$ cat src/rtl/vga_frame_monitor.sv
// vga_frame_monitor: measures VGA line length and frame height on the pclk
// domain, flags sticky timing errors against the programmed totals, and
// optionally signs each frame's pixel data with CRC-16-CCITT.
// Optional feature macro: VGA_MON_CRC_EN (builds the CRC datapath; when it is
// undefined, crc is tied to 16'h0000 and crc_valid to 0).
// rst is asynchronous and active-low despite its name.
module vga_frame_monitor #(
  parameter int COLOR_W  = 4,
  parameter int H_TOTAL  = 1056,
  parameter int V_TOTAL  = 628,
  parameter int FRAMES   = 2,
  parameter bit SYNC_POL = 1'b1
) (
  input  logic               pclk,
  input  logic               rst,
  input  logic               hs,
  input  logic               vs,
  input  logic [COLOR_W-1:0] r,
  input  logic [COLOR_W-1:0] g,
  input  logic [COLOR_W-1:0] b,
  input  logic               arm,
  output logic [15:0]        line_len,
  output logic [15:0]        frame_lines,
  output logic [7:0]         frame_cnt,
  output logic               h_err,
  output logic               v_err,
  output logic               done,
  output logic [15:0]        crc,
  output logic               crc_valid
);

  localparam int          PIX_W = 3 * COLOR_W;
  localparam logic [15:0] H_EXP = 16'(H_TOTAL);
  localparam logic [15:0] V_EXP = 16'(V_TOTAL);
  localparam logic [7:0]  F_EXP = 8'(FRAMES);

  typedef enum logic [1:0] {
    IDLE = 2'd0,
    RUN  = 2'd1,
    DONE = 2'd2
  } state_t;

  state_t      state, state_nxt;
  logic        hs_q, vs_q;
  logic        hs_edge, vs_edge;
  logic [15:0] hcnt, vcnt;
  logic [15:0] line_meas, lines_meas;
  logic        first_line;
  logic        frame_end, last_frame;

  // "Asserted" means the level equals SYNC_POL; a leading edge is asserted
  // now and not asserted in the registered copy.
  assign hs_edge    = (hs == SYNC_POL) && (hs_q != SYNC_POL);
  assign vs_edge    = (vs == SYNC_POL) && (vs_q != SYNC_POL);

  // An hs edge in the same cycle as a vs edge closes the ending frame.
  assign line_meas  = hcnt + 16'd1;
  assign lines_meas = vcnt + {15'd0, hs_edge};

  // arm outranks a coincident vs edge, so a frame only closes without it.
  assign frame_end  = (state == RUN) && vs_edge && !arm;
  assign last_frame = frame_end && ((frame_cnt + 8'd1) == F_EXP);

  // Sync inputs registered once for leading-edge detection.
  always_ff @(posedge pclk or negedge rst) begin
    if (!rst) begin
      hs_q <= 1'b0;
      vs_q <= 1'b0;
    end else begin
      hs_q <= hs;
      vs_q <= vs;
    end
  end

  // Free-running line/frame counters; hcnt saturates so a lost hsync is visible.
  always_ff @(posedge pclk or negedge rst) begin
    if (!rst) begin
      hcnt <= 16'd0;
      vcnt <= 16'd0;
    end else begin
      if (hs_edge)
        hcnt <= 16'd0;
      else if (hcnt != 16'hFFFF)
        hcnt <= hcnt + 16'd1;

      if (vs_edge)
        vcnt <= 16'd0;
      else if (hs_edge)
        vcnt <= vcnt + 16'd1;
    end
  end

  // State register.
  always_ff @(posedge pclk or negedge rst) begin
    if (!rst) state <= IDLE;
    else      state <= state_nxt;
  end

  // Next-state logic: arm forces IDLE from any state.
  always_comb begin
    state_nxt = state;
    if (arm) begin
      state_nxt = IDLE;
    end else begin
      case (state)
        IDLE:    if (vs_edge) state_nxt = RUN;
        RUN:     if (last_frame) state_nxt = DONE;
        DONE:    state_nxt = DONE;
        default: state_nxt = IDLE;
      endcase
    end
  end

  // Measurement outputs follow every edge except while frozen in DONE or on arm.
  always_ff @(posedge pclk or negedge rst) begin
    if (!rst) begin
      line_len    <= 16'd0;
      frame_lines <= 16'd0;
    end else if (!arm && (state != DONE)) begin
      if (hs_edge) line_len    <= line_meas;
      if (vs_edge) frame_lines <= lines_meas;
    end
  end

  // Frame count, sticky error flags and done; the first line in RUN is partial
  // and is therefore never checked.
  always_ff @(posedge pclk or negedge rst) begin
    if (!rst) begin
      frame_cnt  <= 8'd0;
      h_err      <= 1'b0;
      v_err      <= 1'b0;
      done       <= 1'b0;
      first_line <= 1'b0;
    end else if (arm) begin
      frame_cnt  <= 8'd0;
      h_err      <= 1'b0;
      v_err      <= 1'b0;
      done       <= 1'b0;
      first_line <= 1'b0;
    end else begin
      case (state)
        IDLE: begin
          if (vs_edge) first_line <= 1'b1;
        end
        RUN: begin
          if (hs_edge) begin
            if (first_line)
              first_line <= 1'b0;
            else if (line_meas != H_EXP)
              h_err <= 1'b1;
          end else if (hcnt == 16'hFFFF) begin
            h_err <= 1'b1;
          end
          if (vs_edge) begin
            frame_cnt <= frame_cnt + 8'd1;
            if (lines_meas != V_EXP) v_err <= 1'b1;
            if (last_frame) done <= 1'b1;
          end
        end
        default: ;
      endcase
    end
  end

`ifdef VGA_MON_CRC_EN
  logic [PIX_W-1:0] pix;
  logic [15:0]      crc_run;

  // CRC-16-CCITT (poly 0x1021), MSB first, whole pixel word folded per cycle.
  function automatic logic [15:0] crc_next(input logic [15:0] c_in,
                                           input logic [PIX_W-1:0] d);
    logic [15:0] c;
    logic        fb;
    c = c_in;
    for (int i = PIX_W - 1; i >= 0; i--) begin
      fb = c[15] ^ d[i];
      c  = {c[14:0], 1'b0};
      if (fb) c = c ^ 16'h1021;
    end
    return c;
  endfunction

  assign pix = {r, g, b};

  // Running signature; the vs-edge pixel is the first word of the new frame.
  always_ff @(posedge pclk or negedge rst) begin
    if (!rst)
      crc_run <= 16'hFFFF;
    else if (vs_edge)
      crc_run <= crc_next(16'hFFFF, pix);
    else
      crc_run <= crc_next(crc_run, pix);
  end

  // Publish the finished frame's signature only for frames closed in RUN.
  always_ff @(posedge pclk or negedge rst) begin
    if (!rst) begin
      crc       <= 16'h0000;
      crc_valid <= 1'b0;
    end else begin
      crc_valid <= 1'b0;
      if (frame_end) begin
        crc       <= crc_run;
        crc_valid <= 1'b1;
      end
    end
  end
`else
  logic unused_pix;

  assign unused_pix = ^{r, g, b};
  assign crc        = 16'h0000;
  assign crc_valid  = 1'b0;
`endif

endmodule

$ cat config.mk
export PLATFORM = sky130hd
export DESIGN_NAME = vga_frame_monitor
export DESIGN_NICKNAME = d
export VERILOG_FILES = /design/src/rtl/vga_frame_monitor.sv
export SDC_FILE = /design/constraint.sdc
export NUM_CORES = 1
export LEC_CHECK = 0
export ABC_AREA = 1
export BUFFER_PORTS_ARGS = -buffer_cell sky130_fd_sc_hd__buf_2
export CAP_MARGIN = 30
export CORE_MARGIN = 5
export CORE_UTILIZATION = 35
export DETAILED_ROUTE_END_ITERATION = 16
export GPL_TIMING_DRIVEN = 1
export SLEW_MARGIN = 5
export SYNTH_ARGS = -nofsm -noshare
export SYNTH_HDL_FRONTEND = slang
export SYNTH_SLANG_ARGS = --single-unit
$ cat constraint.sdc
create_clock -name pclk -period 2.62 [get_ports pclk]
set_input_delay 0.524 -clock pclk [delete_from_list [all_inputs] [get_ports pclk]]
set_output_delay 0.524 -clock pclk [all_outputs]
set_load 0.02 [all_outputs]
==> qor.txt <==
Worst VDD drop: 252 uV
Antenna Cells: 0
Rel. slew slack: 0.578
Synth Area per Inst: 8.05 sq um
core area: 12,000 sq um
Clock Path Buffers: 2
CTS tree: yes
top layer in use: met4
layout net count: 615
worst-path maximum fanout: 14
initial antenna violation count: 0
total wire length: 9860 microns
Port-buffer cells: 47
maxcap violations: 0
run status: finished, final reports clean
DR WL/cell: 13.4 microns
Worst setup SP type: register
hpwl dp: 7460 microns
CP arrival: 2.27 ns
CTS root buf: clkbuf_16
Post-Route M1 WL: 4300 microns
Hold Path Class: in2async
PwrDens: 614 nW/um^2
hold buffer count at cts: 0
die height: 121 microns
Area growth syn-to-layout: 15.0%
minimum clock period: 2.02 ns
met2 wire length: 4960 microns
cell count after synthesis: 531
postcts setup bufs: 0
fraction of layout cells with a size suffix above 1: 0.158
clock latency on the worst-skew pair: 0.34 ns
cts bufs inserted: 9
Overall Global Routing Usage: 0.146
post-synth cell types: 38
Die W: 121 microns
Worst-path clk slew: 0.06 ns
Antenna Nets Post-Route: 0
largest net degree at the start of global routing: 49
worst slew pin tran: 0.633 ns
Fin Setup TNS: 0 ns
CP Capture Type: register
Fin Hold WS: 0.210 ns
grt total ovfl: 0
Met3 Wirelength: 450 microns
first-pass GRT wire length: 16,900 microns
Seq/Total Area, Yosys: 0.468
Static Leakage: 0.00242 uW
Synth warnings: 0
via count: 3,548
clk sinks: 80
Layout Cells excl Fill: 737
starting density of the core: 0.356
Synth Register Bits: 80
post-route clock period utilization: 0.773
synthesized cell area: 4270 sq um
fmax: 494 MHz
placed cell count: 723
RSZ-0062 raised after global routing: false
Pwr Total: 3020 uW
Via density: 4.81
vias in the first global route: 3,504
GPL Wtd Cong: 0.898
drt drc: 0
setup violators final: 0
Max Clock Skew: 0.00736 ns
Worst EP required: 2.87 ns
post-CTS sizing: 0
Pre-antenna DRT Iters: 4
I/O pins: 77
cell row count: 40
H-tree depth: 3
CP Class: reg2reg
full die area: 14,500 sq um
Slew Viols, Final: 0
1st-iter DRT viols: 137
Final Hold Fails: 0
## synth_stat cells (all sizes together)
cell / instances / share of area
a21oi: 13 / 0.015
a221oi: 1 / 0.0020
a311oi: 1 / 0.0020
a31oi: 2 / 0.0029
and3: 1 / 0.0015
buf: 18 / 0.031
clkbuf: 7 / 0.0061
clkinv: 3 / 0.0026
conb: 1 / 0.00088
dfrtp: 80 / 0.47
ha: 11 / 0.032
inv: 58 / 0.051
nand2: 148 / 0.13
nand3: 30 / 0.037
nand3b: 4 / 0.0070
nand4: 11 / 0.016
nor2: 50 / 0.053
nor3: 8 / 0.013
nor4: 3 / 0.0059
o211ai: 1 / 0.0018
o21ai: 50 / 0.061
o21bai: 2 / 0.0035
o221ai: 1 / 0.0020
o22ai: 6 / 0.0088
or2: 1 / 0.0015
or3: 1 / 0.0015
xnor2: 3 / 0.0061
xor2: 16 / 0.033
## state kept, by name (all words and copies together) (netlist names)
register     flops
frame_lines     16
state            2
vcnt            16
h_err            1
hs_q             1
done             1
v_err            1
hcnt            16
line_len        16
vs_q             1
first_line       1
frame_cnt        8
## worst max-delay path, stage by stage (launching register included)
cell	delay, ns
dfrtp_1	0.45
ha_1	0.23
nand3_2	0.13
inv_1	0.12
nand2_1	0.09
nor4_2	0.34
nand2_1	0.38
o21ai_0	0.19
## placed cells by master (no fill, tap or decap), drive strengths merged, types with 6 or more instances in the layout
cell type	n
buf	54
a21oi	13
nand2	148
nand4	11
o21ai	50
xor2	16
ha	11
nor2	50
nand3	30
clkbuf	13
o22ai	6
dfrtp	80
conb	17
nor3	8
inv	58
## kinds of logic (layout without fill, tap and decap cells)
logic type,after synthesis,count (layout),synth area share
DFF,80,80,0.468
xor gates and xnor gates,19,19,0.0389
AOI/OAI and AO/OA,77,77,0.0995
buffers and inverters,86,129,0.0907
and+or+nand+nor,257,257,0.269
other,1,17,0.000877
adders and majority gates,11,11,0.0322
## final cells by class
cell class | count | area [sq um]
Timing Repair Buffer | 54 | 303
Sequential cell | 80 | 2000
Clock inverter | 1 | 5.00
Fill cell | 1237 | 7090
Tap cell | 147 | 184
Multi-Input combinational cell | 381 | 1940
Inverter | 61 | 229
Clock buffer | 13 | 250
## where the power goes
group / switching (uW) / internal, uW
logic: 325 / 155
clock network: 462 / 656
registers: 82.4 / 1340
total: 869 / 2150
## path summary, 6_finish.rpt
path                         start         endpoint  slack [ns]  cells past startpoint
min                            rst      line_len[6]        0.21                      1
max reg2reg                hcnt[0]          hcnt[5]        0.60                      7
max                        hcnt[0]          hcnt[5]        0.60                      7
min reg2reg                  h_err            h_err        0.47                      2
max in group asynchronous      rst  frame_lines[13]        1.81                      2
min in group pclk               hs             hs_q        0.30                      1
## stage by stage
step	util	setup WS (ns)	cell area (sq um)
detailed placement	0.388	0.432	4660
floorplan	-	0.477	4330
global placement	0.388	0.456	4660
global route	0.409	0.386	4920
CTS	0.409	0.578	4920
finish	0.409	0.595	4920
## routing by layer
metal  global-route usage  vias up
met3               0.0454       13
met5                    0        -
met4               0.0467        0
met2                0.251       68
li1                     -     1795
met1                0.173     1672
Note: power is estimated with default switching activity, not from simulation.
